[src/rtl/fetch_ext_mb_loader.sv]
// Loads one 16x16 luma macroblock from external frame memory as 32 eight-byte reads
// and streams the returned words to the search-window fetch stage in its write order.
module fetch_ext_mb_loader #(
    parameter int AW      = 32,
    parameter int DW      = 64,
    parameter int XW      = 8,
    parameter int YW      = 8,
    parameter int MAX_OUT = 4
) (
    input  logic          clk,
    input  logic          rst_n,
    input  logic [AW-1:0] frame_base_i,
    input  logic [XW-1:0] sys_total_x_i,
    input  logic          ext_start_i,
    input  logic [XW-1:0] ext_mb_x_i,
    input  logic [YW-1:0] ext_mb_y_i,
    output logic          ext_valid_o,
    output logic [DW-1:0] ext_data_o,
    output logic          ext_done_o,
    output logic          mem_req_o,
    output logic [AW-1:0] mem_addr_o,
    input  logic          mem_ack_i,
    input  logic          mem_rvalid_i,
    input  logic [DW-1:0] mem_rdata_i
);

    localparam int OW = 4;

    typedef enum logic [2:0] {
        IDLE,
        RUN,
        DRAIN,
        DONE,
        RELEASE
    } state_t;

    state_t state_reg, state_next;

    logic [AW-1:0] origin_reg;
    logic [AW-1:0] stride_reg;
    logic [5:0]    req_cnt_reg;
    logic [5:0]    beat_cnt_reg;
    logic [OW-1:0] out_reg, out_next;
    logic          req_reg;
    logic [AW-1:0] addr_reg;
    logic          valid_reg;
    logic [DW-1:0] data_reg;
    logic          done_reg;

    logic          fire;
    logic          ret;
    logic          accept_cmd;
    logic          raise;
    logic [5:0]    idx;
    logic [4:0]    row;
    logic [AW-1:0] stride_in;
    logic [AW-1:0] origin_in;
    logic [AW-1:0] addr_calc;

    assign fire       = req_reg & mem_ack_i;
    assign ret        = mem_rvalid_i & ((state_reg == RUN) || (state_reg == DRAIN))
                        & (out_reg != '0);
    assign accept_cmd = (state_reg == IDLE) & ext_start_i;

    // Row stride in bytes and the byte address of the MB's top-left pixel, captured
    // once per command so the per-request address only needs a small row multiply.
    assign stride_in = (AW'(sys_total_x_i) + AW'(1)) << 4;
    assign origin_in = frame_base_i
                     + ((AW'(ext_mb_y_i) * stride_in) << 4)
                     + (AW'(ext_mb_x_i) << 4);

    // Index of the request to present next: one further on if the current one is
    // being accepted this cycle.
    assign idx       = fire ? (req_cnt_reg + 6'd1) : req_cnt_reg;
    assign row       = {idx[4:3], idx[1:0]};
    assign addr_calc = origin_reg + AW'(row) * stride_reg + AW'({idx[2], 3'b000});

    // The outstanding limit gates only the raising of a request; a raised request
    // is held until accepted.
    assign raise = (state_reg == RUN) & (~req_reg | fire) & (idx < 6'd32)
                   & (out_next < OW'(MAX_OUT));

    always_comb begin
        out_next = out_reg;
        if (fire && !ret) begin
            out_next = out_reg + 1'b1;
        end else if (!fire && ret) begin
            out_next = out_reg - 1'b1;
        end
    end

    always_comb begin
        state_next = state_reg;
        case (state_reg)
            IDLE: begin
                if (ext_start_i) begin
                    state_next = RUN;
                end
            end
            RUN: begin
                if (fire && (req_cnt_reg == 6'd31)) begin
                    state_next = DRAIN;
                end
            end
            DRAIN: begin
                if (ret && (beat_cnt_reg == 6'd31)) begin
                    state_next = DONE;
                end
            end
            DONE: begin
                state_next = RELEASE;
            end
            RELEASE: begin
                if (!ext_start_i) begin
                    state_next = IDLE;
                end
            end
            default: begin
                state_next = IDLE;
            end
        endcase
    end

    always_ff @(posedge clk or negedge rst_n) begin
        if (!rst_n) begin
            state_reg <= IDLE;
        end else begin
            state_reg <= state_next;
        end
    end

    always_ff @(posedge clk or negedge rst_n) begin
        if (!rst_n) begin
            origin_reg   <= '0;
            stride_reg   <= '0;
            req_cnt_reg  <= '0;
            beat_cnt_reg <= '0;
            out_reg      <= '0;
            req_reg      <= 1'b0;
            addr_reg     <= '0;
            valid_reg    <= 1'b0;
            data_reg     <= '0;
            done_reg     <= 1'b0;
        end else begin
            out_reg <= out_next;

            if (accept_cmd) begin
                origin_reg   <= origin_in;
                stride_reg   <= stride_in;
                req_cnt_reg  <= '0;
                beat_cnt_reg <= '0;
            end else begin
                if (fire) begin
                    req_cnt_reg <= req_cnt_reg + 6'd1;
                end
                if (ret) begin
                    beat_cnt_reg <= beat_cnt_reg + 6'd1;
                end
            end

            if (raise) begin
                req_reg  <= 1'b1;
                addr_reg <= addr_calc;
            end else if (fire) begin
                req_reg  <= 1'b0;
            end

            valid_reg <= ret;
            if (ret) begin
                data_reg <= mem_rdata_i;
            end

            // Registered so the pulse lands the cycle after the final beat.
            done_reg <= (state_reg == DONE);
        end
    end

    assign mem_req_o   = req_reg;
    assign mem_addr_o  = addr_reg;
    assign ext_valid_o = valid_reg;
    assign ext_data_o  = data_reg;
    assign ext_done_o  = done_reg;

endmodule

[config.mk]
export PLATFORM = sky130hd
export DESIGN_NAME = fetch_ext_mb_loader
export DESIGN_NICKNAME = d
export VERILOG_FILES = /design/src/rtl/fetch_ext_mb_loader.sv
export SDC_FILE = /design/constraint.sdc
export NUM_CORES = 1
export LEC_CHECK = 0
export BUFFER_PORTS_ARGS = -buffer_cell sky130_fd_sc_hd__buf_4
export CAP_MARGIN = 20
export CELL_PAD_IN_SITES_DETAIL_PLACEMENT = 1
export CELL_PAD_IN_SITES_GLOBAL_PLACEMENT = 2
export CORE_MARGIN = 4
export CORE_UTILIZATION = 32
export DETAILED_ROUTE_END_ITERATION = 8
export PLACE_DENSITY_LB_ADDON = 0.05
export REMOVE_ABC_BUFFERS = 1
export SYNTH_ARGS = -nofsm -noshare
export SYNTH_HDL_FRONTEND = slang
export SYNTH_SLANG_ARGS = --single-unit
[constraint.sdc]
create_clock -name clk -period 5.4 [get_ports clk]
set_clock_uncertainty 0.1 [all_clocks]
set_input_delay 1.08 -clock clk [delete_from_list [all_inputs] [get_ports clk]]
set_output_delay 1.08 -clock clk [all_outputs]
set_load 0.02 [all_outputs]
# --- Word level (Yosys, flattened, before mapping) ---
# Cells that the tools add are included.
classes:
  addsub: 9
  mul: 2
  magnitude_cmp: 2
  eq_ne: 10
  mux: 13
  bitwise: 9
  n_reduce_logical: 12
op_table:
  columns: ["cell", "count"]
  rows:
  - ["32-bit by 12-bit adder with 32-bit output", 1]
  - ["32-bit by 25-bit adder with 32-bit output", 1]
  - ["32-bit adder", 1]
  - ["32-bit by 4-bit adder with 32-bit output", 1]
  - ["4-bit by 28-bit multiplier with 28-bit output", 1]
  - ["6-bit 2-to-1 mux", 4]
  - ["8-bit by 9-bit multiplier with 17-bit output", 1]
  - ["3-bit one-hot mux with 5 select lines", 1]
  - ["6-bit by 1-bit adder with 6-bit output (second input constant)", 2]
  - ["6-bit by 5-bit == test with 1-bit output (second input constant)", 2]
  - ["3-bit 2-to-1 mux", 4]
  - ["8-bit by 1-bit adder with 9-bit output (second input constant)", 1]
  - ["4-bit 2-to-1 mux", 2]
  - ["1-bit AND", 7]
  - ["3-bit by 2-bit == test with 1-bit output (second input constant)", 2]
  - ["6-bit < comparator (second input constant)", 1]
  - ["4-bit by 1-bit adder with 4-bit output (second input constant)", 1]
  - ["1-bit logical AND", 4]
  - ["4-bit by 3-bit < comparator with 1-bit output (second input constant)", 1]
  - ["2-bit by 1-bit != test with 1-bit output (second input constant)", 2]
  - ["2-bit != test (second input constant)", 2]
  - ["4-bit AND reduction", 1]
  - ["2-bit nonzero test", 2]
  - ["4-bit nonzero test", 1]
  - ["other kinds (9)", 11]
totals:
  register_bits: 178
  in_bits: 125
  word_cells: 68

# --- Depth between registers and ports, before layout ---
# Gate-level depths: netlist of the first run.
depth:
  ltp_word: 10
  ltp_mapped: 30

# --- Worst setup path before layout of the first run ---
# OpenSTA, ideal clock, no wires.
synth_timing:
  path_type: "input -> register"
  startpoint: "in sys_total_x_i[0]"
  endpoint: "reg origin_reg[29]"
  setup_time_ns: 0.131
  arrival_time_ns: 7.172
  t_required_ns: 5.169
  slack_ns: -2.003
  stages: 30
  path_buffers: 1
  path_cell_list: "clkbuf_1 -> nand3_1 -> xor2_1 -> nand2b_1 -> fa_1 -> fa_1 -> inv_1 -> fa_1 -> inv_1 -> fa_1 -> inv_1 -> ha_1 -> nand2_1 -> o21ai_1 -> or4_1 -> a31oi_1 -> nor2b_1 -> o21a_1 -> o21ai_1 -> xnor2_1 -> ha_1 -> ha_1 -> nand2_1 -> nor2_1 -> a21oi_1 -> nand2b_1 -> a21oi_1 -> a21oi_1 -> xnor2_1 -> o21ai_1"
synth_via:
  elab_chain_len: 4
synth_rtl:
  columns: ["element", "line", "rtl"]
  rows:
  - ["start: declaration", "13", "input logic [XW-1:0] sys_total_x_i,"]
  - ["8-bit by 1-bit adder with 9-bit output", "67", "assign stride_in = (AW'(sys_total_x_i) + AW'(1)) << 4;"]
  - ["8-bit by 9-bit multiplier with 17-bit output", "69", "+ ((AW'(ext_mb_y_i) * stride_in) << 4)"]
  - ["32-bit by 25-bit adder with 32-bit output", "69", null]
  - ["32-bit by 12-bit adder with 32-bit output", "70", "+ (AW'(ext_mb_x_i) << 4);"]
  - ["end signal: assignment", "148", "origin_reg <= origin_in;"]
  - ["end: declaration", "39", "logic [AW-1:0] origin_reg;"]
# Every way passes these cells.
# A chain may end at the register's enable or synchronous reset.

# --- Worst setup path in the final report of the first run ---
layout_timing:
  startpoint: "in sys_total_x_i[4]"
  endpoint: "reg origin_reg[29]"
# Same word-level chain as after synthesis.

==> results.md, run 1 <==
* Slowest CP cell: fa_1
* Critical Path Stages at 29
* Core Rows at 70
* GRT Residual Overflow at 0
* Share of power burned in registers at 16.5%
* Worst path max stage delay at 580 ps
* CTS HTree Levels at 4
* Setup ws final at -1360 ps
* Die ar. at 39900 µm²
* Sequential area share after synthesis at 33.8%
* Crit-path most repeated cell: fa_1
* CTS Buffer Depth at 2
* Initial core utilization at 32.3%
* Die width at 200 µm
* CTS tree: done
* Fin nets at 1903
* Global-route usage over all layers at 17.3%
* Port Buf Inserts at 223
* CORE AREA at 36400 µm²
* Most frequent cells in the layout: buf_4 (400), dfrtp_1 (159), nand2_1 (136)
* Routed vias at 9753
* Vias in the first global route at 10.4k
* RR Endpoint: mem_addr_o[26]
* Max FFs per register at 64
* Unrepaired setup endpoints after global routing: yes
* Hpwl dp at 27100 µm
* CP Class: in -> reg
* Fin. max-slew vios at 0
* Largest net degree at the start of global routing at 97
* CP top delay family: adder cells
* Hold_buf cts at 0
* Crit end category: flop
* Failing checks: negative setup slack
* Antenna violations before repair at 1
* Crit path from: sys_total_x_i[4]
* CP Buf/Inv Count at 4
* Sink Count at 159
* Detailed-route wire length per cell at 16.7 µm
* DRC at 0
* Antenna Violating Nets Remaining at 0
* Die Y at 200 µm
* Post-synthesis register bit count at 159
* Int Pwr at 6770 µW
* Drt pass-1 iters at 4
* Worst setup endpoint: origin_reg[29]
* Slew HR at 35.9%
* Async SR Flop Fraction at 100%
* Final Power at 11700 µW
* Syn Inst Count at 1193
* Worst r2r src: mem_req_o
* Synth warnings at 0
* Min-delay src: origin_reg[0]
* Final period utilization at 125%
* P_sw at 4970 µW
* Worst-margin pin slew at 962 ps
* Final setup vio count at 32
* Fin. Hold Viols at 0
* CTS clk-pin slew, worst paths at 60 ps
* Worst skew pair latency at 450 ps
* Fmax at 148 MHz
* R2r worst-path depth at 27
* Netlist cell types at 59
* Comb pwr share at 72.6%
* Routed WL at 34700 µm
* Critical path data arrival time at 6960 ps
* Critical Path Source Type: input port
* Synth Cell Area at 11800 µm²
* Pre-CTS WS at -2350 ps
* Clk pwr share at 10.9%
* Main synth FF type: dfrtp_1
* Pwr dens at 687 nW/µm²
* Sw frac at 42.3%
* Dpl cell area at 15100 µm²
* Worst reg2reg setup slack at -30 ps
* Layout cells sized above 1 at 42.9%
* Vias/cell at 4.68
* Number of max-cap violations at 0
* WP data required at 5590 ps
* Commonest non-fill, non-tap cell in the layout: buf_4
* Final GP Congestion at 0.792
* Static leakage at 0.00832 µW
* Post-synth EDFFs at 0
* Synthesis-to-layout area growth at 45.0%
* Clock root cell: clkbuf_16
* Maximum VDD drop at 546 µV
* TritonCTS Buffers at 17
* Synthesized area per cell at 9.87 µm²
* Min-delay worst type: reg -> reg
* DR iter-0 viols at 305
* First-pass GRT wire length at 55300 µm
* Num ports at 224
* Final setup TNS at -20740 ps
* Status: finished, violations left
* Critical Path Fanout Max at 4
* Design area at 17100 µm²
* Tmin final at 6760 ps
## worst min path at each step
stage / endpoint / slack [ps] / cells past startpoint
detailed placement: origin_reg[1] / 370 / 2
global placement: origin_reg[2] / 360 / 2
floorplan: origin_reg[0] / 340 / 2
global route: mem_addr_o[8] / 410 / 2
finish: origin_reg[0] / 380 / 2
CTS: origin_reg[1] / 380 / 2
## logic make-up (layout without fill, tap and decap cells)
family                   count (synthesis)  count (layout)  share of synthesized area (%)
AO/OA/AOI/OAI                          209             209                           11.1
XOR/XNOR                                86              86                           6.39
adder cells (fa/ha/maj)                176             176                           22.6
buffers and inverters                  140             561                           4.65
flip-flops                             159             159                           33.8
multiplexers                            71              71                           6.78
other                                    0               1                              0
AND/OR/NAND/NOR                        352             352                           14.7
## metrics by stage
stage          hold WS, ps  std cells  utilization [%]
2_1_floorplan          342       1158                -
3_3_place_gp           358       2012             41.6
3_5_place_dp           368       2012             41.6
4_1_cts                382       2065             45.3
5_1_grt                408       2083             46.9
6_report               377       2083             46.9
## cell usage after synthesis, drive strengths merged (2+ instances only)
| cell | n | area share, % |
|---|---|---|
| fa | 62 | 11 |
| nand3b | 2 | 0.13 |
| a211oi | 9 | 0.62 |
| o21ai | 93 | 4.0 |
| nor3 | 6 | 0.25 |
| xnor2 | 46 | 3.4 |
| a31oi | 11 | 0.76 |
| nand3 | 11 | 0.47 |
| and3 | 6 | 0.33 |
| nor2 | 54 | 1.7 |
| clkbuf | 19 | 0.61 |
| nor2b | 52 | 2.8 |
| or3 | 2 | 0.11 |
| o21a | 7 | 0.45 |
| o31a | 2 | 0.15 |
| ha | 114 | 12 |
| o2111ai | 3 | 0.22 |
| xor2 | 40 | 3.0 |
| nand2b | 22 | 1.2 |
| nand2 | 144 | 4.6 |
| mux2 | 70 | 6.7 |
| a21oi | 42 | 1.8 |
| dfrtp | 159 | 34 |
| buf | 16 | 0.70 |
| and4 | 3 | 0.22 |
| a31o | 2 | 0.15 |
| nand4 | 10 | 0.53 |
| inv | 105 | 3.3 |
| o211ai | 5 | 0.36 |
| o21bai | 2 | 0.13 |
| or2 | 2 | 0.11 |
| a21boi | 4 | 0.25 |
| and2 | 32 | 1.7 |
| a21o | 21 | 1.3 |
## routing by layer
| layer | GRT usage (%) | wire length (µm) | share of wire, % |
|---|---|---|---|
| met1 | 22.5 | 15500 | 45 |
| met2 | 30.9 | 18000 | 52 |
| met3 | 2.60 | 800 | 2.3 |
| met4 | 3.77 | 408 | 1.2 |
| met5 | 0 | 0 | 0 |
## final cells by class
cell class,instances,area [µm²]
Antenna cell,1,2.50
Timing Repair Buffer,425,3300
Clock inverter,11,156
Sequential cell,159,3980
Clock buffer,20,457
Inverter,105,397
Fill cell,4097,19300
Tap cell,468,586
Multi-Input combinational cell,894,8200
## power by group through the flow
| stage | logic (µW) | clock network, µW | registers, µW |
|---|---|---|---|
| finish | 8520 | 1280 | 1930 |
| global route | 9420 | 1380 | 2000 |
| CTS | 8000 | 1330 | 1940 |
| detailed placement | 7080 | 0 | 1960 |
| global placement | 7020 | 0 | 1940 |
| floorplan | 3790 | 0 | 2220 |
## worst min-delay path, stage by stage (launching register included)
cell and delay (ps):
dfrtp_1 340, nand2_1 50, nand2_1 60
## timing repair
| item | CTS | global route |
|---|---|---|
| setup endpoints to repair | 38 | 37 |
| setup buffers | 22 | 18 |
| resized for setup | 141 | 96 |
| cloned | 0 | 0 |
| pin swaps | 112 | 112 |
No activity file was read; power rests on OpenSTA's default activity.
==> run 2, diff against run 1 <==
- CORE_ASPECT_RATIO: default -> 1.1
==> run 2 against run 1 <==
- the run still ends with negative setup slack left
- non-clock buffer count grew 29
- design area grew 3.4%
- power grew 6.0%
- global-route usage grew 1.0 points
- sequential share of layout area shrank 0.77 points
- core utilization grew 1.8 points
- die area is essentially flat
- count of clock-buffer cells in the layout shrank 3
- sequential cell count is the same
- critical path type unchanged
==> results.md, run 2 (synthesis results as in run 1) <==
* Final setup TNS at -21990 ps (-1260 ps)
* Vias in the first global route at 10.8k (+4.1%)
* Tmin final at 6740 ps (-19.9 ps)
* Die Y at 209 µm (+4.7%)
* Core Rows at 73 (+4.3%)
* Slowest CP cell: fa_1
* Critical path data arrival time at 6950 ps (about the same)
* Antenna Violating Nets Remaining at 0 (unchanged)
* Slew HR at 29.6% (-6.3 points)
* Critical Path Source Type: input port
* Fin nets at 1935 (+1.7%)
* Routed WL at 37400 µm (+7.7%)
* Finished Layout Cells at 2133 (+2.4%)
* Layout cells sized above 1 at 45.1% (+2.2 points)
* Antenna diode instance count at 0 (-1)
* Static leakage at 0.00851 µW (+2.3%)
* Hpwl dp at 26800 µm (-0.96%)
* CTS HTree Levels at 4 (unchanged)
* Most frequent cells in the layout: buf_4 (421), dfrtp_1 (159), nand2_1 (134)
* DRC at 0 (unchanged)
* Number of max-cap violations at 0 (unchanged)
* Worst r2r src: mem_req_o
* Fmax at 148 MHz (+0.29%)
* Pwr dens at 704 nW/µm² (+2.5%)
* Final GP Congestion at 0.787 (-0.61%)
* CTS tree: done
* Min-delay worst type: reg -> reg
* Synthesis-to-layout area growth at 50.0%
* Sink Count at 159 (unchanged)
* Global-route usage over all layers at 18.4% (+1.0 points)
* Worst skew pair latency at 430 ps (-20 ps)
* Critical Path Fanout Max at 6 (+2)
* Status: finished, violations left
* CORE AREA at 36300 µm² (-0.48%)
* Die width at 191 µm (-4.5%)
* Commonest non-fill, non-tap cell in the layout: buf_4
* Worst-margin pin slew at 1050 ps (+90.8 ps)
* Detailed-route wire length per cell at 17.5 µm (+5.1%)
* Drt pass-1 iters at 4 (unchanged)
* Antenna violations before repair at 0 (-1)
* Placed Cells at 2028 (+0.80%)
* WP data required at 5600 ps (about the same)
* Final period utilization at 125% (-0.37 points)
* Worst path max stage delay at 560 ps (-20 ps)
* Fin. Hold Viols at 0 (unchanged)
* Num ports at 224 (unchanged)
* Setup ws final at -1340 ps (+19.9 ps)
* Largest net degree at the start of global routing at 90 (-7.2%)
* Failing checks: negative setup slack
* Final setup vio count at 33 (+3.1%)
* TritonCTS Buffers at 17 (unchanged)
* Vias/cell at 4.72 (+0.90%)
* Min-delay src: origin_reg[1]
* Fin. max-slew vios at 0 (unchanged)
* CP Class: in -> reg
* Crit path from: sys_total_x_i[1]
* CTS Buffer Depth at 2 (unchanged)
* Routed vias at 10.1k (+3.3%)
* Port Buf Inserts at 223 (unchanged)
* Initial core utilization at 32.5% (+0.16 points)
* GRT Residual Overflow at 0 (unchanged)
* Unrepaired setup endpoints after global routing: yes
* Max FFs per register at 64 (unchanged)
* Clock root cell: clkbuf_16
* Die ar. at 39900 µm² (about the same)
* CTS clk-pin slew, worst paths at 70 ps (about the same)
* First-pass GRT wire length at 58600 µm (+5.9%)
* DR iter-0 viols at 261 (-14%)
* Min Hold Slack at 375 ps (-2.36 ps)
* Crit end category: flop
* Maximum VDD drop at 507 µV (-7.0%)
-- run 2: cell count changes in the layout (fill, tap and decap cells not counted), moves of 4 or more --
| cell | previous run | this run |
|---|---|---|
| a21oi_2 | 17 | 13 |
| nand2_2 | 3 | 7 |
| nor2_2 | 7 | 12 |
| xnor2_1 | 37 | 33 |
| buf_4 | 400 | 421 |
| xor2_1 | 33 | 37 |
| a21oi_4 | 5 | 11 |
| nor2_1 | 39 | 35 |
| xor2_2 | 7 | 2 |
| clkinv_4 | 4 | 0 |
-- run 2: layer usage --
layer	global-route usage [%]	vias to the layer above	part of all wire, %
li1	-	4891	-
met3	2.46	31	2.7
met4	4.31	0	1.4
met5	0	-	0
met2	34.0	131	54
met1	22.5	5024	41
-- run 2: layout make-up --
type	count	area (µm²)
flip-flops and latches	159	3980
repair buffers	454	3600
clock buffers	17	425
multi-input cells	897	8480
fillers	4068	18600
inverters	105	397
well taps	487	609
clock inverters	14	174
-- run 2: path summary, 6_finish.rpt --
kind                                  endpoint  slack (ps)  cells past startpoint
worst max-delay path            origin_reg[28]       -1340                     29
worst min-delay path             origin_reg[1]         370                      2
worst max register to register  mem_addr_o[26]        -140                     28
worst min register to register   origin_reg[1]         370                      2
max in group asynchronous        stride_reg[4]        3640                      2
min in group asynchronous       ext_data_o[52]         550                      1
-- run 2: worst max-delay path: cells and delay by family --
family	cells	cell delay, ps
xor gates and xnor gates	3	410
AOI/OAI and AO/OA	7	1090
adders and majority gates	8	2860
and+or+nand+nor	6	1020
buffers and inverters	5	500
-- run 2: where the power goes --
part	internal, µW	leakage (µW)	switching (µW)
registers	1640	0.00194	300
clock network	699	0.000290	565
logic	4710	0.00629	4540
total	7040	0.00851	5400
-- run 2: through the flow --
stage          instance area [µm²]  utilization, %  power [µW]  worst slack (ps)
2_1_floorplan                11600               -        6010             -2010
3_3_place_gp                 15100            41.8        8890             -2280
3_5_place_dp                 15100            41.8        8960             -2290
4_1_cts                      17000            46.8       11700             -1330
5_1_grt                      17700            48.7       13500             -1590
6_report                     17700            48.7       12400             -1340
-- run 2: timing repair --
action                     4_1_cts  5_1_grt
pin swaps                      131       99
gates resized for setup        180       93
gates cloned                     3        2
setup endpoints to repair       36       51
setup buffers                   48       25
hold buffers                     0        0
==> run 3, diff against run 2 <==
- CORE_ASPECT_RATIO: 1.1 -> 2
- CORE_UTILIZATION: 32 -> 35
- SLEW_MARGIN: default -> 10
- clock period: 5.4 -> 7.4 ns (I/O delays scaled with it)
==> run 3 against run 2 <==
- the flow now finishes without violations
- combinational power shrank 46%
- sequential share of layout area grew 3.1 points
- register-to-register slack gained 1400 ps
- die area shrank 7.8%
- final cell count shrank 9.2%
- clock power shrank 31%
- critical path depth grew 3
- setup slack gained 1500 ps
- sequential power shrank 27%
- routed wire length shrank 7.0%
==> results.md, run 3 (synthesis results as in run 1) <==
* CTS Buffer Depth at 2 (unchanged)
* Die width at 138 µm (-28%)
* First-pass GRT wire length at 54500 µm (-7.0%)
* Final Power at 7310 µW (-41%)
* R2r worst-path depth at 26 (-7.1%)
* Critical path data arrival time at 7450 ps (+500 ps)
* Slew HR at 38.7% (+9.1 points)
* Pwr dens at 470 nW/µm² (-33%)
* Unrepaired setup endpoints after global routing: yes
* DRC at 0 (unchanged)
* Int Pwr at 4030 µW (-43%)
* WP data required at 7600 ps (+2000 ps)
* Core Rows at 94 (+29%)
* Die Y at 267 µm (+28%)
* Critical Path Source Type: input port
* Fin. max-slew vios at 0 (unchanged)
* Die ar. at 36800 µm² (-7.8%)
* TritonCTS Buffers at 17 (unchanged)
* Final period utilization at 98.0%
* Comb pwr share at 68.8% (-5.5 points)
* Pre-CTS WS at -1020 ps (+1270 ps)
* Routed vias at 9356 (-7.2%)
* Routed WL at 34800 µm (-7.0%)
* CTS clk-pin slew, worst paths at 80 ps (about the same)
* Setup ws final at 149 ps (+1490 ps)
* Vias in the first global route at 10.3k (-4.8%)
* Worst r2r src: mem_req_o
* Min-delay worst type: reg -> reg
* Hold Path End: mem_addr_o[30]
* Final setup vio count at 0 (-100%)
* GRT Residual Overflow at 0 (unchanged)
* Min Hold Slack at 384 ps (+9.90 ps)
* Number of max-cap violations at 0 (unchanged)
* Num ports at 224 (unchanged)
* Vias/cell at 4.83 (+2.2%)
* Maximum VDD drop at 405 µV (-20%)
* P_sw at 3280 µW (-39%)
* Sink Count at 159 (unchanged)
* Crit-path most repeated cell: fa_1
* Drt pass-1 iters at 4 (unchanged)
* Tmin final at 7250 ps
* Largest net degree at the start of global routing at 96 (+6.7%)
* Commonest non-fill, non-tap cell in the layout: buf_4
* Finished Layout Cells at 1937 (-9.2%)
* Detailed-route wire length per cell at 17.9 µm (+2.4%)
* WHS Path Cells at 2 (unchanged)
* Worst skew pair latency at 440 ps (about the same)
* Most frequent cells in the layout: buf_4 (307), dfrtp_1 (159), nand2_1 (140)
* CORE AREA at 33000 µm² (-8.9%)
* Fmax at 138 MHz
* Max FFs per register at 64 (unchanged)
* Port Buf Inserts at 223 (unchanged)
* Final GP Congestion at 0.836 (+6.2%)
* Worst-margin pin slew at 919 ps (-133 ps)
* Worst path max stage delay at 490 ps (-70 ps)
* Clk pwr share at 11.9% (+1.7 points)
* Synthesis-to-layout area growth at 31.9%
* Fin. Hold Viols at 0 (unchanged)
* Initial core utilization at 35.6% (+3.2 points)
* Global-route usage over all layers at 19.2% (+0.88 points)
* CTS HTree Levels at 4 (unchanged)
* Dpl cell area at 14500 µm² (-4.3%)
* Met2 wire len at 21200 µm (+4.1%)
* Top Layer Used: met4
* Hpwl dp at 28700 µm (+6.8%)
* Slowest CP cell: fa_1
* Worst reg2reg setup slack at 1290 ps (+1430 ps)
* Clock root cell: clkbuf_16
* Antenna violations before repair at 1 (+1)
* Routed length on met1 at 11700 µm (-25%)
* Critical Path Fanout Max at 4 (-2)
* Static leakage at 0.00763 µW (-10%)
* Crit end category: flop
* Met3 WL at 1330 µm (+31%)
* DR iter-0 viols at 213 (-18%)
* Fin nets at 1792 (-7.4%)
* Antenna Violating Nets Remaining at 0 (unchanged)
* Sw frac at 44.9% (+1.4 points)
* CTS tree: done
* Placed Cells at 1898 (-6.4%)
* Min-delay src: mem_addr_o[30]
* RR Endpoint: mem_addr_o[26]
* Hold_buf cts at 0 (unchanged)
* CP Class: in -> reg
* Design area at 15500 µm² (-12%)
* Share of power burned in registers at 19.3% (+3.7 points)
* Status: completed
* Layout cells sized above 1 at 32.9% (-12 points)
## run 3: changes by cell type in the layout (fill, tap and decap cells not counted), sizes merged
cell / previous run / this run
buf: 452 / 314
inv: 113 / 116
nand4bb: 4 / 1
bufinv: 2 / 0
clkbuf: 19 / 17
clkinv: 2 / 4
clkinvlp: 2 / 0
diode: 0 / 1
## run 3: worst max path at each step
stage                           startpoint             end  slack [ps]  cells after the start
after global placement    sys_total_x_i[0]  origin_reg[29]        -790                     30
after CTS                 sys_total_x_i[0]  origin_reg[31]           1                     26
after detailed placement  sys_total_x_i[0]  origin_reg[31]       -1020                     30
after global routing      sys_total_x_i[0]  origin_reg[31]        -140                     32
final                     sys_total_x_i[0]  origin_reg[31]         150                     32
after floorplan           sys_total_x_i[0]  origin_reg[27]        -410                     30
## run 3: through the flow
stage	utilization (%)	setup TNS [ps]
finish	47.0	0
global route	47.0	-356
CTS	46.3	0
detailed placement	43.9	-10230
global placement	43.9	-7820
floorplan	-	-2790
## run 3: timing repair
action                     in CTS  in global routing
pin swaps                      28                 42
resized for setup              35                 47
hold endpoints to repair        0                  0
buffers inserted                6                  0
setup endpoints to repair      12                 11
## run 3: final cells by class
| class | count | area (µm²) |
|---|---|---|
| fillers | 3760 | 17500 |
| repair buffers | 314 | 2390 |
| inverters | 105 | 394 |
| clock inverters | 15 | 158 |
| multi-input cells | 894 | 7640 |
| well taps | 432 | 541 |
| clock buffers | 17 | 425 |
| diodes | 1 | 2.50 |
| flip-flops and latches | 159 | 3980 |
## run 3: power groups by stage
stage,logic (µW),registers (µW),clock network (µW)
floorplan,2770,1620,0
global placement,4750,1420,0
detailed placement,4830,1430,0
CTS,4930,1420,904
global route,5650,1460,942
finish,5030,1410,873
## run 3: critical path: cells and delay by family
family | cells | cell delay, ps
adders and majority gates | 8 | 2830
AOI/OAI and AO/OA | 8 | 1180
and+or+nand+nor | 8 | 1070
xor gates and xnor gates | 3 | 460
buffers and inverters | 5 | 420
## run 3: metal layers
metal	vias up	GRT usage [%]
li1	4572	-
met1	4603	18.5
met2	155	40.5
met3	26	2.91
met4	0	4.92
met5	-	0
